<file path="src/rtl/k_and_s_pkg.sv">
// Shared types for the K&S processor: instruction decode, control-unit states
// and ALU operation encodings.
package k_and_s_pkg;

   typedef enum logic [3:0] {
      I_NOP    = 4'd0,
      I_LOAD   = 4'd1,
      I_STORE  = 4'd2,
      I_MOVE   = 4'd3,
      I_ADD    = 4'd4,
      I_SUB    = 4'd5,
      I_AND    = 4'd6,
      I_OR     = 4'd7,
      I_BRANCH = 4'd8,
      I_BZERO  = 4'd9,
      I_BNZERO = 4'd10,
      I_BNEG   = 4'd11,
      I_BNNEG  = 4'd12,
      I_BOV    = 4'd13,
      I_BNOV   = 4'd14,
      I_HALT   = 4'd15
   } decoded_instruction_type;

   typedef enum logic [3:0] {
      FETCH_ADDR = 4'd0,
      FETCH_LOAD = 4'd1,
      DECODE     = 4'd2,
      LOAD_ADDR  = 4'd3,
      LOAD_WB    = 4'd4,
      STORE      = 4'd5,
      ALU_WB     = 4'd6,
      BRANCH     = 4'd7,
      HALTED     = 4'd8
   } cu_state_type;

   typedef enum logic [1:0] {
      OP_OR  = 2'b00,
      OP_ADD = 2'b01,
      OP_SUB = 2'b10,
      OP_AND = 2'b11
   } alu_op_type;

endpackage

</file>
<file path="src/rtl/control_unit_branch_eval.sv">
// Combinational branch resolution: taken/not-taken for the branch family,
// always 0 for any non-branch opcode.
module branch_eval
   import k_and_s_pkg::*;
(
   input  decoded_instruction_type instr,
   input  logic                    zero_op,
   input  logic                    neg_op,
   input  logic                    unsigned_overflow,
   input  logic                    signed_overflow,
   output logic                    taken
);

   logic ov;
   assign ov = unsigned_overflow | signed_overflow;

   always_comb begin
      taken = 1'b0;
      unique case (instr)
         I_BRANCH: taken = 1'b1;
         I_BZERO:  taken = zero_op;
         I_BNZERO: taken = ~zero_op;
         I_BNEG:   taken = neg_op;
         I_BNNEG:  taken = ~neg_op;
         I_BOV:    taken = ov;
         I_BNOV:   taken = ~ov;
         default:  taken = 1'b0;
      endcase
   end

endmodule

</file>
<file path="src/rtl/control_unit.sv">
// Moore sequencer for the K&S datapath: fetch/decode/execute FSM, all strobes
// derived from state, plus a saturating retired-instruction counter.
module control_unit
   import k_and_s_pkg::*;
#(
   parameter int CNT_W = 16
) (
   input  logic                    clk,
   input  logic                    rst,
   input  decoded_instruction_type decoded_instruction,
   input  logic                    zero_op,
   input  logic                    neg_op,
   input  logic                    unsigned_overflow,
   input  logic                    signed_overflow,
   output logic                    branch,
   output logic                    pc_enable,
   output logic                    ir_enable,
   output logic                    addr_sel,
   output logic                    c_sel,
   output logic [1:0]              operation,
   output logic                    write_reg_enable,
   output logic                    flags_reg_enable,
   output logic                    ram_write_enable,
   output logic                    halt,
   output logic [CNT_W-1:0]        retired_count,
   output cu_state_type            state_dbg
);

   cu_state_type            state, next_state;
   decoded_instruction_type op_q;
   logic                    taken;
   logic                    retire;

   branch_eval u_branch_eval (
      .instr             (decoded_instruction),
      .zero_op           (zero_op),
      .neg_op            (neg_op),
      .unsigned_overflow (unsigned_overflow),
      .signed_overflow   (signed_overflow),
      .taken             (taken)
   );

   always_ff @(posedge clk or posedge rst) begin
      if (rst) begin
         state <= FETCH_ADDR;
         op_q  <= I_NOP;
      end else begin
         state <= next_state;
         // Opcode copy keeps the ALU op stable through ALU_WB.
         if (state == DECODE)
            op_q <= decoded_instruction;
      end
   end

   always_comb begin
      next_state = state;
      unique case (state)
         FETCH_ADDR: next_state = FETCH_LOAD;
         FETCH_LOAD: next_state = DECODE;
         DECODE: begin
            unique case (decoded_instruction)
               I_LOAD:  next_state = LOAD_ADDR;
               I_STORE: next_state = STORE;
               I_MOVE, I_ADD, I_SUB, I_AND, I_OR:
                        next_state = ALU_WB;
               I_BRANCH, I_BZERO, I_BNZERO, I_BNEG, I_BNNEG, I_BOV, I_BNOV:
                        next_state = taken ? BRANCH : FETCH_ADDR;
               I_HALT:  next_state = HALTED;
               default: next_state = FETCH_ADDR;
            endcase
         end
         LOAD_ADDR:  next_state = LOAD_WB;
         LOAD_WB:    next_state = FETCH_ADDR;
         STORE:      next_state = FETCH_ADDR;
         ALU_WB:     next_state = FETCH_ADDR;
         BRANCH:     next_state = FETCH_ADDR;
         HALTED:     next_state = HALTED;
         default:    next_state = FETCH_ADDR;
      endcase
   end

   always_comb begin
      branch           = 1'b0;
      pc_enable        = 1'b0;
      ir_enable        = 1'b0;
      addr_sel         = 1'b0;
      c_sel            = 1'b0;
      operation        = OP_OR;
      write_reg_enable = 1'b0;
      flags_reg_enable = 1'b0;
      ram_write_enable = 1'b0;
      halt             = 1'b0;
      unique case (state)
         FETCH_ADDR: addr_sel = 1'b1;
         FETCH_LOAD: begin
            addr_sel  = 1'b1;
            ir_enable = 1'b1;
            pc_enable = 1'b1;
         end
         LOAD_WB:    write_reg_enable = 1'b1;
         STORE:      ram_write_enable = 1'b1;
         ALU_WB: begin
            c_sel            = 1'b1;
            write_reg_enable = 1'b1;
            flags_reg_enable = 1'b1;
            unique case (op_q)
               I_ADD:   operation = OP_ADD;
               I_SUB:   operation = OP_SUB;
               I_AND:   operation = OP_AND;
               I_OR:    operation = OP_OR;
               // MOVE is Ra OR Ra and must not disturb the flags.
               default: flags_reg_enable = 1'b0;
            endcase
         end
         BRANCH: begin
            pc_enable = 1'b1;
            branch    = 1'b1;
         end
         HALTED:     halt = 1'b1;
         default:    ;
      endcase
   end

   always_comb begin
      retire = 1'b0;
      if (next_state == FETCH_ADDR &&
          (state == DECODE || state == LOAD_WB || state == STORE ||
           state == ALU_WB || state == BRANCH))
         retire = 1'b1;
      if (next_state == HALTED && state != HALTED)
         retire = 1'b1;
   end

   always_ff @(posedge clk or posedge rst) begin
      if (rst)
         retired_count <= '0;
      else if (retire && retired_count != {CNT_W{1'b1}})
         retired_count <= retired_count + 1'b1;
   end

   assign state_dbg = state;

endmodule

</file>
<file path="config.mk">
export PLATFORM = sky130hd
export DESIGN_NAME = control_unit
export DESIGN_NICKNAME = d
export VERILOG_FILES = /design/src/rtl/k_and_s_pkg.sv /design/src/rtl/control_unit_branch_eval.sv /design/src/rtl/control_unit.sv
export SDC_FILE = /design/constraint.sdc
export NUM_CORES = 1
export LEC_CHECK = 0
export BUFFER_PORTS_ARGS = -buffer_cell sky130_fd_sc_hd__buf_2
export CAP_MARGIN = 30
export CORE_MARGIN = 3
export CORE_UTILIZATION = 49
export CTS_CLUSTER_DIAMETER = 40
export CTS_CLUSTER_SIZE = 8
export DETAILED_ROUTE_END_ITERATION = 10
export PLACE_DENSITY_LB_ADDON = 0.1
export SLEW_MARGIN = 10
export SYNTH_ARGS = -nofsm -noshare
export SYNTH_HDL_FRONTEND = slang
export SYNTH_SLANG_ARGS = --single-unit
export TNS_END_PERCENT = 30
</file>
<file path="constraint.sdc">
create_clock -name clk -period 3.7 [get_ports clk]
set_clock_uncertainty 0.2 [all_clocks]
set_input_delay 0.185 -clock clk [delete_from_list [all_inputs] [get_ports clk]]
set_output_delay 0.185 -clock clk [all_outputs]
set_load 0.005 [all_outputs]
</file>
==> metrics, run 1 <==
ranking of synthesized cells by area=dfrtp_1, xor2_1, xnor2_1; Design Area, Final=1630 um2; RSZ-0062 raised after global routing=false; layout cells sized above 1=0.351; Core ar.=2520 um2; sequential fraction of the synthesis area=0.456; fillcell total=221; GR Util All Layers=0.175; H-tree levels=1; setup_tns=0 ns; n_diodes=0; Vias=1077; status=complete, no violations; area leader, netlist=dfrtp_1; largest net degree at the start of global routing=25; 1st-iter DRT viols=39; Yosys top cell area share=0.456; clock buffer count from CTS=3; Netlist Area Pre-Place=1320 um2; CP max FO=10; period utilization=0.657; Ys Warns=0; Startpoint Class=input pin; DRT Pass-1 Iters=4; Max Slew Vio Count=0; nets=183; Gate Count Post-Synth=125; gpl congestion=0.725; clk_lat worst skew=0.31 ns; Chip Width=57.8 um; capturing element type of the critical path=register; asr flop ratio synth=1.00; worst vdd rail ir drop=0.000455 V; vias per cell=5.36; grt ovf=0; Crit path arrival time=2.44 ns; Longest Clk Path Bufs=2; initial antenna violation count=0; Setup CP Type=input pin to register; Commonest cells post-synth=dfrtp_1, nand3_1, nor2_1, xor2_1; minimum clock period=2.43 ns; Setup Viol. Count Final=0; Worst Tran Pin Value=0.740 ns; Leak=0.863 nW; vias in the first global route=987; max_cap viols=0; hold_ws=0.0219 ns; Syn Area/Cell=10.5 um2; Achievable Freq=0.411 GHz; Root Driver=clkbuf_4; Yosys reg bits=24; Post-synth EDFFs=0; Die Y-Extent=57.8 um; Reg clk slew, reported paths=0.12 ns; Sink Count=24; CTS tree=yes; Distinct cells, synth=42; Hold/Removal Path Class=input pin to register; Placed Area=1530 um2; die area=3340 um2; WL/cell=13.3 um; placed wire-length estimate=2.03 mm; Net Count, Synth=136; Layout area overhead=23.5%; final wirelength=2.67 mm; PD cells=565 nW/um2; Worst EP required=3.70 ns; # rows=18; Final Hold Fails=0; Setup Buffers After CTS=0; Initial Utilization=0.522; global-route wire length before repair=4.48 mm; Post-DRT Antenna Nets=0; # IOs=41; Util after Layout=0.644; drt drc=0; dominant register cell in the synthesized netlist=dfrtp_1; max_slew headroom=0.503; most common cell in the netlist=dfrtp_1; I/O Buffers=40
cells by family (layout without fill, tap and decap cells):
kind of cell,after synthesis,after routing,synth area share
buffers and inverters,9,55,0.0371
AOI/OAI and AO/OA,14,14,0.0761
DFF,24,24,0.456
and+or+nand+nor,55,55,0.247
adders and majority gates,1,1,0.00950
xor gates and xnor gates,15,15,0.0998
muxes,7,7,0.0741
final cells by class:
class	count	area (um2)	share of cell area
Timing Repair Buffer	44	258	0.159
Clock buffer	4	36.3	0.0223
Sequential cell	24	601	0.370
Tap cell	30	37.5	0.0231
Multi-Input combinational cell	92	667	0.410
Inverter	7	26.3	0.0162
registers in the layout, indices dropped and copies added (netlist names):
signal and count:
op_q 4, state_dbg 4, retired_count 16
path summary, 6_finish.rpt:
| kind | startpoint | end | slack (ns) | cells past startpoint |
|---|---|---|---|---|
| max | decoded_instruction[1] | retired_count[14] | 1.27 | 7 |
| min | decoded_instruction[0] | op_q[0] | 0.02 | 2 |
| max reg2reg | state_dbg[0] | retired_count[14] | 1.34 | 6 |
| min reg2reg | retired_count[9] | retired_count[9] | 0.30 | 1 |
| max in group asynchronous | rst | retired_count[12] | 2.88 | 4 |
| min in group asynchronous | rst | op_q[1] | 0.07 | 3 |
per-layer routing:
metal | global-route usage | vias to the layer above | wire length, um
met2 | 0.263 | 33 | 1210
li1 | - | 542 | -
met3 | 0.0445 | 4 | 163
met4 | 0.0629 | 0 | 30
met5 | 0 | - | 0
met1 | 0.244 | 498 | 1270
worst max-delay path, stage by stage:
cell and delay (ns):
dlygate4sd3_1 0.53, buf_2 0.16, mux4_2 0.55, o21ai_2 0.23
a21bo_1 0.38, nor3_2 0.10, mux2_4 0.30
report_power, final:
group / switching, mW / internal, mW
Combinational: 0.177 / 0.195
Clock: 0.0727 / 0.0601
Sequential: 0.0819 / 0.332
what timing repair did:
action,in CTS,in global routing
resized for setup,0,0
hold buffers,3,0
endpoints found under the hold margin,26,0
layout by cell type (no fill, tap or decap), types with 2 or more instances in the layout:
| cell | n |
|---|---|
| nor2_1 | 9 |
| dlygate4sd3_1 | 3 |
| nor3b_1 | 2 |
| nor3_1 | 5 |
| mux2_2 | 4 |
| xor2_1 | 9 |
| mux2_4 | 2 |
| nand2b_1 | 2 |
| xnor2_1 | 6 |
| nor4_1 | 2 |
| a21oi_1 | 3 |
| clkbuf_4 | 3 |
| nand3_1 | 9 |
| buf_2 | 40 |
| inv_1 | 7 |
| dfrtp_1 | 24 |
| nor4b_1 | 3 |
| nor3_2 | 2 |
| and3_1 | 3 |
| nand2_1 | 7 |
stage by stage:
stage          instances  total power [mW]  setup WS [ns]
6_report             201             0.918           1.27
5_1_grt              201              1.00           1.11
4_1_cts              200             0.930           1.30
3_5_place_dp         193             0.790           1.36
3_3_place_gp         193             0.778           1.37
2_1_floorplan        125             0.675           1.67
Power figures use the tool's default switching activity.
==> run 2: changes to the inputs <==
Settings changed: CORE_UTILIZATION 49 to 45.
Clock period 3.7 ns to 2 ns, I/O delays scaled along.
==> run 2 against run 1 <==
Against the previous run: worst setup slack worse by 1.2 ns; clock power increased by 95%; via count grew 8.9%; global-route usage grew 0.82 points; sequential power up 75%; register-to-register slack worse by 1.3 ns; routed wire length grew 12%; count of clock-buffer cells in the layout is the same; design area is 13% higher; power rose by 110%; flip-flop and latch count unchanged; worst hold slack better by 0.036 ns; largest power group is now combinational logic; highest routed layer unchanged.
==> metrics, run 2 (same netlist as run 1, synthesis figures left out) <==
RSZ-0062 raised after global routing=true; WL/cell=13.5 um (+1.3%); GR Util All Layers=0.183 (+0.00815); Longest Clk Path Bufs=2 (unchanged); initial antenna violation count=0 (unchanged); Layout area overhead=39.9%; clk_lat worst skew=0.32 ns (about the same); period utilization=0.957; vias in the first global route=1170 (+19%); Chip Width=60.1 um (+3.9%); clock buffer count from CTS=3 (unchanged); max reg flops=16 (unchanged); met3 routed WL=144 um (-12%); status=complete, no violations; layout cells sized above 1=0.456 (+0.105); # rows=18 (unchanged); I/O Buffers=40 (unchanged); Final Hold Fails=0 (unchanged); Max Slew Vio Count=0 (unchanged); capturing element type of the critical path=register; Util after Layout=0.699 (+0.0546); worst vdd rail ir drop=0.000806 V (+77%); met1 WL=1.30 mm (+2.6%); Die Y-Extent=60.1 um (+3.9%); largest net degree at the start of global routing=25 (unchanged); Leak=0.987 nW (+14%); Achievable Freq=0.522 GHz; max_cap viols=0 (unchanged); setup_tns=0 ns (unchanged); CTS tree=yes; largest reg by FF count=retired_count; Sink Count=24 (unchanged); CP max FO=10 (unchanged); n_diodes=0 (unchanged); Initial Utilization=0.500 (-0.0223); max_slew headroom=0.749 (+0.247); Crit path arrival time=1.93 ns (-0.51 ns); Worst Tran Pin Value=0.373 ns (-0.368 ns); Setup Viol. Count Final=0 (unchanged); 1st-iter DRT viols=17 (-56%); Post-DRT Antenna Nets=0 (unchanged); commonest non-fill, non-tap cells in the layout=buf_2, dfrtp_1, buf_4; commonest non-fill, non-tap cell in the layout=buf_2; vias per cell=5.26 (-1.8%); # IOs=41 (unchanged); minimum clock period=1.91 ns; final wirelength=3.00 mm (+12%); Hold/Removal Path Class=input pin to register; global-route wire length before repair=4.97 mm (+11%); Setup CP Type=register to register; nets=205 (+12%); Root Driver=clkbuf_4; Worst EP required=2.01 ns (-1.69 ns); routed wl met2=1.52 mm (+26%); Core ar.=2640 um2 (+4.5%); H-tree levels=1 (unchanged); grt ovf=0 (unchanged); Top Layer Used=met4; Startpoint Class=register; PD cells=1040 nW/um2 (+85%); die area=3610 um2 (+8.0%); drt drc=0 (unchanged); Reg clk slew, reported paths=0.13 ns (about the same); gpl congestion=0.806 (+11%); DRT Pass-1 Iters=4 (unchanged); placed wire-length estimate=2.27 mm (+12%); Vias=1173 (+8.9%)
## run 2: cell count changes in the layout (fill, tap and decap cells not counted), moves of 2 or more
| cell | before | now |
|---|---|---|
| buf_4 | 0 | 20 |
| dlygate4sd3_1 | 3 | 5 |
| nor3_1 | 5 | 3 |
| nor3_4 | 0 | 2 |
## run 2: critical path, stage by stage (launching register included)
cell	delay [ns]
dfrtp_1	0.40
nand2b_4	0.15
buf_4	0.15
nor3_4	0.13
o21a_1	0.16
a21bo_1	0.15
buf_12	0.13
nor2_4	0.04
mux2_4	0.29
## run 2: final timing paths
path / slack (ns) / start / end / cells past startpoint
min in group asynchronous: 0.15 / rst / retired_count[5] / 4
min reg2reg: 0.29 / retired_count[9] / retired_count[9] / 1
max: 0.09 / state_dbg[0] / retired_count[1] / 8
max in group asynchronous: 1.22 / rst / state_dbg[2] / 4
min: 0.06 / decoded_instruction[0] / state_dbg[0] / 4
max reg2reg: 0.09 / state_dbg[0] / retired_count[1] / 8
## run 2: where the power goes
part | switching [mW] | internal (mW) | total [mW]
Combinational | 0.433 | 0.506 | 0.939
Sequential | 0.109 | 0.616 | 0.725
Clock | 0.148 | 0.111 | 0.260
## run 2: area by class of cell
cell class	count	area, um2
multi-input cells	92	721
fillers	213	793
inverters	7	26.3
flip-flops and latches	24	601
repair buffers	66	420
clock buffers	4	36.3
well taps	30	37.5
## run 2: through the flow
step / setup slack, ns / cells / power (mW) / hold slack, ns / cell area, um2
final: 0.0851 / 223 / 1.92 / 0.0575 / 1840
after global routing: -0.0297 / 223 / 2.07 / 0.0927 / 1840
after CTS: 0.0235 / 221 / 1.90 / 0.0445 / 1780
after detailed placement: 0.0269 / 212 / 1.63 / -0.0380 / 1700
after global placement: 0.0433 / 212 / 1.60 / -0.0469 / 1700
after floorplan: 0.0410 / 125 / 1.26 / -0.0854 / 1330
## run 2: metal layers
metal,GRT usage,vias to the layer above
li1,-,582
met1,0.234,558
met2,0.309,29
met3,0.0367,4
met4,0.0570,0
met5,0,-
## run 2: timing repair
action                     4_1_cts  5_1_grt
hold endpoints to repair        28        0
resized for setup                0        8
setup endpoints to repair        0       15
hold buffers                     5        0
setup buffers                    0        2
